===== config.mk =====
export PLATFORM = sky130hd
export DESIGN_NAME = room_controller
export DESIGN_NICKNAME = d
export VERILOG_FILES = /design/src/rtl/room_controller.sv
export SDC_FILE = /design/constraint.sdc
export NUM_CORES = 1
export LEC_CHECK = 0
export CORE_MARGIN = 1
export CORE_UTILIZATION = 39
export DETAILED_ROUTE_END_ITERATION = 6
export GPL_TIMING_DRIVEN = 0
export PLACE_DENSITY = 0.81
export SLEW_MARGIN = 20
export SYNTH_ARGS = -nofsm -noshare
export SYNTH_HDL_FRONTEND = slang
export SYNTH_SLANG_ARGS = --single-unit

===== constraint.sdc =====
create_clock -name clk_vga -period 2.66 [get_ports clk_vga]
set_input_delay 0.399 -clock clk_vga [delete_from_list [all_inputs] [get_ports clk_vga]]
set_output_delay 0.399 -clock clk_vga [all_outputs]
set_load 0.01 [all_outputs]

===== src/rtl/room_controller.sv =====
// Room sequencer for a 2x2 map grid: detects doorway exits, fades the screen
// out, swaps the active room, hands a spawn point to player logic, then fades back in.
module room_controller #(
   parameter int DOOR_LO = 260,
   parameter int DOOR_HI = 380,
   parameter int SIDE_LO = 200,
   parameter int SIDE_HI = 280
) (
   input  logic       clk_vga,
   input  logic       reset,
   input  logic [9:0] CurrentX,
   input  logic [8:0] CurrentY,
   input  logic [9:0] playerX,
   input  logic [8:0] playerY,
   input  logic [7:0] mapData0,
   input  logic [7:0] mapData1,
   input  logic [7:0] mapData2,
   input  logic [7:0] mapData3,
   input  logic       spawn_ack,
   output logic [1:0] roomSel,
   output logic [7:0] wall,
   output logic [7:0] pixelOut,
   output logic [9:0] spawnX,
   output logic [8:0] spawnY,
   output logic       spawn_valid,
   output logic       freeze
);

   typedef enum logic [1:0] {PLAY, FADE_OUT, SWAP, FADE_IN} stateType;
   typedef enum logic [1:0] {DIR_N, DIR_S, DIR_E, DIR_W} dirType;

   localparam logic [9:0] doorLo = DOOR_LO[9:0];
   localparam logic [9:0] doorHi = DOOR_HI[9:0];
   localparam logic [8:0] sideLo = SIDE_LO[8:0];
   localparam logic [8:0] sideHi = SIDE_HI[8:0];

   stateType   state;
   dirType     dir;
   dirType     exitDir;
   logic [1:0] level;
   logic [1:0] target;
   logic [1:0] exitTarget;
   logic       exitValid;
   logic       prevOrigin;
   logic       atOrigin;
   logic       frameTick;
   logic       xWin;
   logic       yWin;
   logic [7:0] mapSel;

   function automatic logic [7:0] fadePixel(input logic [7:0] pix, input logic [1:0] lvl);
      logic [2:0] r;
      logic [2:0] g;
      logic [1:0] b;
      r = pix[7:5] >> lvl;
      g = pix[4:2] >> lvl;
      if (lvl == 2'd0) b = pix[1:0];
      else if (lvl == 2'd1) b = {1'b0, pix[1]};
      else b = 2'b00;
      if (lvl == 2'd3) fadePixel = 8'h00;
      else fadePixel = {r, g, b};
   endfunction

   function automatic logic [7:0] wallColour(input logic [1:0] room);
      case (room)
         2'd0:    wallColour = 8'h49;
         2'd1:    wallColour = 8'h6D;
         2'd2:    wallColour = 8'h92;
         default: wallColour = 8'h24;
      endcase
   endfunction

   // Arrival point sits just inside the doorway opposite the one used to leave.
   function automatic logic [18:0] spawnFor(input dirType d);
      case (d)
         DIR_N:   spawnFor = {10'd320, 9'd420};
         DIR_S:   spawnFor = {10'd320, 9'd60};
         DIR_E:   spawnFor = {10'd60, 9'd240};
         default: spawnFor = {10'd580, 9'd240};
      endcase
   endfunction

   assign atOrigin  = (CurrentX == 10'd0) && (CurrentY == 9'd0);
   assign frameTick = atOrigin && !prevOrigin;
   assign xWin      = (playerX >= doorLo) && (playerX < doorHi);
   assign yWin      = (playerY >= sideLo) && (playerY < sideHi);

   // Exit detection, N > S > E > W; doorways leading off the grid never match.
   always_comb begin
      exitValid  = 1'b0;
      exitTarget = roomSel;
      exitDir    = DIR_N;
      if ((playerY < 9'd40) && xWin && roomSel[1]) begin
         exitValid  = 1'b1;
         exitTarget = {1'b0, roomSel[0]};
         exitDir    = DIR_N;
      end else if ((playerY >= 9'd440) && xWin && !roomSel[1]) begin
         exitValid  = 1'b1;
         exitTarget = {1'b1, roomSel[0]};
         exitDir    = DIR_S;
      end else if ((playerX > 10'd600) && yWin && !roomSel[0]) begin
         exitValid  = 1'b1;
         exitTarget = {roomSel[1], 1'b1};
         exitDir    = DIR_E;
      end else if ((playerX < 10'd40) && yWin && roomSel[0]) begin
         exitValid  = 1'b1;
         exitTarget = {roomSel[1], 1'b0};
         exitDir    = DIR_W;
      end else begin
         exitValid  = 1'b0;
      end
   end

   // Map source for the active room.
   always_comb begin
      case (roomSel)
         2'd0:    mapSel = mapData0;
         2'd1:    mapSel = mapData1;
         2'd2:    mapSel = mapData2;
         default: mapSel = mapData3;
      endcase
   end

   // Frame-start history and registered colour outputs.
   always_ff @(posedge clk_vga) begin
      if (reset) begin
         prevOrigin <= 1'b0;
         pixelOut   <= 8'h00;
         wall       <= 8'h49;
      end else begin
         prevOrigin <= atOrigin;
         pixelOut   <= fadePixel(mapSel, level);
         wall       <= wallColour(roomSel);
      end
   end

   // Transition sequencer; freeze tracks whether the next state leaves PLAY.
   always_ff @(posedge clk_vga) begin
      if (reset) begin
         state       <= PLAY;
         level       <= 2'd0;
         roomSel     <= 2'd0;
         target      <= 2'd0;
         dir         <= DIR_N;
         spawnX      <= 10'd0;
         spawnY      <= 9'd0;
         spawn_valid <= 1'b0;
         freeze      <= 1'b0;
      end else begin
         case (state)
            PLAY: begin
               if (frameTick && exitValid) begin
                  state  <= FADE_OUT;
                  level  <= 2'd1;
                  target <= exitTarget;
                  dir    <= exitDir;
                  freeze <= 1'b1;
               end else begin
                  freeze <= 1'b0;
               end
            end
            FADE_OUT: begin
               freeze <= 1'b1;
               // The tick that brings the screen fully dark also swaps the room.
               if (frameTick && (level >= 2'd2)) begin
                  state            <= SWAP;
                  level            <= 2'd3;
                  roomSel          <= target;
                  {spawnX, spawnY} <= spawnFor(dir);
                  spawn_valid      <= 1'b1;
               end else if (frameTick) begin
                  level <= level + 2'd1;
               end else begin
                  level <= level;
               end
            end
            SWAP: begin
               freeze <= 1'b1;
               if (spawn_ack && spawn_valid) begin
                  spawn_valid <= 1'b0;
                  state       <= FADE_IN;
               end else begin
                  spawn_valid <= spawn_valid;
               end
            end
            FADE_IN: begin
               if (frameTick && (level == 2'd0)) begin
                  state  <= PLAY;
                  freeze <= 1'b0;
               end else if (frameTick) begin
                  level  <= level - 2'd1;
                  freeze <= 1'b1;
               end else begin
                  freeze <= 1'b1;
               end
            end
            default: begin
               state  <= PLAY;
               freeze <= 1'b0;
            end
         endcase
      end
   end

endmodule


## Word-level counts from Yosys, hierarchy flattened

Cells that the tools add are included.
W data, S select, Z words.

| storage, ports and cells | value |
|---|---|
| register bits after elaboration | 48 |
| bits of input ports | 73 |
| output and inout bits | 39 |
| logic and storage cells | 108 |

| operators by class | value |
|---|---|
| add/sub/neg operators | 2 |
| $lt $le $gt $ge | 9 |
| equal/unequal tests | 16 |
| shifts and indexed selects | 2 |
| multiplexer cells | 33 |
| reduce and logical (&&, ||, !) cells | 34 |

Operators by type and width:

| cell | count |
|---|---|
| $pmux W19 S3 | 1 |
| $pmux W8 S3 | 2 |
| $mux W2 | 15 |
| $logic_and A1 B1 Y1 | 16 |
| $ne A2 B2 Y1 const B | 6 |
| $mux W1 | 11 |
| $eq A2 B2 Y1 const B | 5 |
| $ge A10 B9 Y1 const B | 1 |
| $gt A10 B10 Y1 const B | 1 |
| $logic_not A10 Y1 | 1 |
| $lt A10 B6 Y1 const B | 1 |
| $lt A10 B9 Y1 const B | 1 |
| $ge A9 B8 Y1 const B | 1 |
| $ge A9 B9 Y1 const B | 1 |
| $logic_not A9 Y1 | 1 |
| $lt A9 B6 Y1 const B | 1 |
| $lt A9 B9 Y1 const B | 1 |
| $eq A2 B1 Y1 const B | 4 |
| $logic_not A2 Y1 | 4 |
| $pmux W2 S4 | 1 |
| $pmux W2 S3 | 1 |
| $shr A3 B2 Y3 | 2 |
| $reduce_and A5 Y1 | 1 |
| $reduce_and A2 Y1 | 2 |
| other kinds (12) | 15 |

## Depth between registers and ports, before layout

Gate-level depths: netlist of run 1.

| logic depth | value |
|---|---|
| word-level depth | 11 |
| gate-level depth with buffers | 8 |
| gate-level depth less buffers | 7 |

## Worst setup path after synthesis of run 1

No wires, ideal clock.

| timing | value |
|---|---|
| path kind | input to register |
| start | input CurrentY[4] |
| end | register target[1] |
| setup time | 0.091 ns |
| data arrival time | 1.934 ns |
| required time | 2.569 ns |
| slack | 0.635 ns |
| stages on the path | 6 |
| path buffers | 1 |
| path through | or3_4 buf_6 or3_4 a311oi_4 nor2_1 a311oi_1 |

| between the ends | value |
|---|---|
| word-level cells in the longest chain between the ends | 5 |

Ends and longest elaborated chain:

| what | line | RTL |
|---|---|---|
| start, declared | 12 | `input logic [8:0] CurrentY,` |
| $logic_not A9 Y1 | 83 | `assign atOrigin = (CurrentX == 10'd0) && (CurrentY == 9'd0);` |
| $logic_and A1 B1 Y1 | 83 |  |
| $logic_and A1 B1 Y1 | 84 | `assign frameTick = atOrigin && !prevOrigin;` |
| $logic_and A1 B1 Y1 | 152 | `if (frameTick && exitValid) begin` |
| $reduce_and A2 Y1 (no source line) | -- |  |
| end signal, assigned | 155 | `target <= exitTarget;` |
| end, declared | 41 | `logic [1:0] target;` |

No other way between the ends.
A chain may end at the register's enable or synchronous reset.

## Final worst setup path of run 1

| timing | value |
|---|---|
| start | input CurrentX[9] |
| end | register level[1] |

| between the ends | value |
|---|---|
| word-level cells in the longest chain between the ends | 6 |
| elaborated cells on any way between the ends | 13 |
| classes of those cells | eq/ne: 4; mux: 2; reduce/logical: 7 |

Ends and longest elaborated chain:

| what | line | RTL |
|---|---|---|
| start, declared | 11 | `input logic [9:0] CurrentX,` |
| $logic_not A10 Y1 (*) | 83 |  |
| $logic_and A1 B1 Y1 (*) | 83 |  |
| $logic_and A1 B1 Y1 (*) | 84 |  |
| $logic_and A1 B1 Y1 (on tied branches) | 165, 152, 187 |  |
| $ne A3 B3 Y1 (no source line) (tied with other cells) | -- |  |
| $reduce_and A5 Y1 (no source line) or $pmux W2 S3 (tied branches) | -- |  |
| end signal, assigned | 172 | `level <= level + 2'd1;` |
| end signal, assigned | 174 | `level <= level;` |
| end signal, assigned | 191 | `level <= level - 2'd1;` |
| end, declared | 40 | `logic [1:0] level;` |

Mark *: on every way between the ends. The rest lies on a longest branch, timed or not.

==> metrics.md, run 1 <==
| Metric | Value |
|---|---|
| Share of the clock period used by the worst path | 0.899 |
| N_diodes | 0 |
| Synth unique cells | 52 |
| P per Cell Area | 328 nW/µm² |
| Yosys top cell area share | 0.333 |
| Max-slew violation count | 0 |
| CTS tree | yes |
| Setup repair bufs after CTS | 0 |
| Syn Std Cell Area | 2050 µm² |
| CTS sink count | 34 |
| Row cnt | 26 |
| Die width | 74.4 µm |
| Total CTS buffers | 5 |
| Worst Setup Start Kind | input pin |
| RSZ-0062 raised after global routing | false |
| Post-DP HPWL | 4600 µm |
| Avg Vias per Cell | 5.01 |
| Vias in the first global route | 1959 |
| Synth top area cells | dfxtp_1, mux4_2, ha_1 |
| H-Tree Depth | 2 |
| Slowest stage delay, CP | 0.44 ns |
| Worst EP arrival | 2.59 ns |
| Area grow syn2layout | 59.8% |
| Placed Area | 3180 µm² |
| Share of cells above drive strength 1 | 0.134 |
| Largest net degree at the start of global routing | 11 |
| Sequential share of the synthesized area | 0.333 |
| Reg2Reg Setup Slack | 0.45 ns |
| GR Util All Layers | 0.217 |
| Worst setup EP type | flop |
| Post-CTS Hold Fix Bufs | 0 |
| Post-Route Setup TNS | 0 ns |
| Die area | 5540 µm² |
| Synth area leader | dfxtp_1 |
| Reg-to-reg endpoint | state[0] |
| Post-layout minimum cycle time | 2.39 ns |
| Hold Path End | roomSel[0] |
| First-pass GRT wire length | 9100 µm |
| Port Buffer Count | 103 |
| Clock Skew | 0.00716 ns |
| DR iter-0 viols | 150 |
| CP Cell Sequence | clkdlybuf4s50_1, nor4_2, nand4_2, or3_4, a32oi_2, a31oi_1, a311oi_1 |
| GRT overflow | 0 |
| Syn Inst Count | 230 |
| Worst skew pair latency | 0.29 ns |
| Residual DRC count | 0 |
| Min-delay worst type | flop to flop |
| Final nets | 426 |
| CTS resizes | 0 |
| Least-Margin Pin Slew | 0.615 ns |
| Final ANT Viol Nets | 0 |
| Sequential cell area | 681 µm² |
| Fmax | 0.418 GHz |
| Wire per inst | 13.7 µm |
| Syn_area_per_cell | 8.90 µm² |
| Drt first pass iters | 4 |
| Gpl congestion | 0.813 |
| Crit Path Max Fanout | 7 |
| MaxCap Viol Count | 0 |
| Io pins | 112 |
| Hold_sp | target[0] |
| # setup viols final | 0 |
| Area of the multi-input gates | 1210 µm² |
| Number of hold violations in the final report | 0 |
| Slew margin rel. | 0.587 |
| VDD IR-drop max | 0.000201 V |
| Starting Density | 0.403 |
| Clock root buffer | clkbuf_8 |
| Yosys Warn Count | 0 |
| Synthesized flop and latch total | 34 |
| Worst reg-to-reg path cell count | 7 |
| Design area | 3270 µm² |
| Filler Cells Inserted | 440 |
| Slowest stage cell, crit path | or3_4 |
| Worst r2r src | level[0] |
| Required time worst endpoint | 2.86 ns |
| Pleak | 0.00120 µW |
| Core ar. | 5070 µm² |
| Reg clk slew, reported paths | 0.06 ns |
| Initial antenna violation count | 0 |
| Die H | 74.4 µm |
| Outcome | complete, no violations |
| Maximum root-to-sink buffer count | 2 |
| Worst hold stages | 2 |
| Crit Path Category | input pin to flop |
| Vias post-DR | 2071 |
| Final wirelength | 5670 µm |
worst max-delay path, delay by kind of cell:
family,cells,cell delay [ns]
compound gates,3,0.74
buf+inv,1,0.41
simple gates,3,1.03
report_power, final:
group | switching, µW | total (µW) | internal, µW
registers | 1.54 | 517 | 516
clock network | 168 | 367 | 199
logic | 62.0 | 191 | 129
total | 231 | 1070 | 844
kinds of logic (layout without fill, tap and decap cells):
family,Yosys count,in the layout,synth area share
and+or+nand+nor,95,95,0.246
DFF,34,34,0.333
adders and majority gates,9,9,0.0550
buffers and inverters,30,139,0.0856
AOI/OAI and AO/OA,52,52,0.186
muxes,9,9,0.0929
other,1,5,0.00183
cell type report:
cell class / instances / share of cell area
Buffer: 22 / 0.0444
Clock buffer: 6 / 0.0252
Inverter: 8 / 0.00918
Multi-Input combinational cell: 170 / 0.371
Sequential cell: 34 / 0.208
Tap cell: 70 / 0.0268
Timing Repair Buffer: 103 / 0.315
worst max-delay path by stage:
stage / startpoint / end / cells past startpoint
6_report: CurrentX[9] / level[1] / 7
5_1_grt: CurrentY[0] / level[1] / 7
4_1_cts: CurrentX[9] / spawnX[5] / 7
3_5_place_dp: CurrentX[9] / spawnX[5] / 7
3_3_place_gp: CurrentX[9] / spawnX[5] / 7
2_1_floorplan: CurrentY[4] / target[1] / 6
synthesized netlist by cell type (all sizes together):
master / count
a211oi: 2
a21boi: 1
a21o: 1
a21oi: 17
a221oi: 1
a22oi: 1
a2bb2oi: 1
a311oi: 5
a31o: 2
a31oi: 3
a32o: 1
a32oi: 1
and2: 2
and3: 5
and3b: 1
buf: 20
clkbuf: 2
conb: 1
dfxtp: 34
ha: 9
inv: 8
mux2i: 1
mux4: 8
nand2: 24
nand2b: 1
nand3: 5
nand4: 2
nor2: 26
nor2b: 1
nor3: 12
nor3b: 1
nor4: 6
o2111ai: 1
o211ai: 2
o21a: 1
o21ai: 7
o31ai: 2
o41ai: 3
or2: 2
or3: 3
or4: 4
layer usage:
layer	wire, µm	global-route usage
met2	3020	0.406
met5	0	0
met4	123	0.0671
met3	205	0.0420
met1	2320	0.247
per-stage QoR:
stage	total power, µW	util	worst slack, ns	instances	hold slack (ns)
after floorplan	585	-	0.635	234	0.432
after global placement	715	0.627	-0.200	407	0.443
after detailed placement	719	0.627	-0.207	407	0.446
after CTS	1080	0.643	0.0827	413	0.455
after global routing	1120	0.645	0.0320	413	0.482
final	1070	0.645	0.269	413	0.454
cell usage in the layout, fill, tap and decap left out, drive strengths merged, types with 6 or more instances in the layout:
cell type,count
o21ai,7
buf,20
nor4,6
inv,8
nor2,26
ha,9
dfxtp,34
a21oi,17
clkbuf,8
nand2,24
nor3,12
clkdlybuf4s50,103
mux4,8
flip-flops by register name, summed over array words and instances, names as in the netlist:
register     flops
wall             3
pixelOut         8
freeze           1
dir              2
spawn_valid      1
state            2
level            2
prevOrigin       1
spawnX           5
spawnY           5
target           2
roomSel          2
Power figures use the tool's default switching activity.
==> run 2, diff against run 1 <==
--- a/config.mk
+++ b/config.mk
@@ -5,11 +5,12 @@
 export SDC_FILE = /design/constraint.sdc
 export NUM_CORES = 1
 export LEC_CHECK = 0
-export CORE_MARGIN = 1
 export CORE_UTILIZATION = 39
 export DETAILED_ROUTE_END_ITERATION = 6
 export GPL_TIMING_DRIVEN = 0
+export HOLD_SLACK_MARGIN = 0.03
 export PLACE_DENSITY = 0.81
+export SKIP_CTS_REPAIR_TIMING = 1
 export SLEW_MARGIN = 20
 export SYNTH_ARGS = -nofsm -noshare
 export SYNTH_HDL_FRONTEND = slang
==> results of run 2 <==
No change in the layout: final DEF, timing and power equal those of run 1.
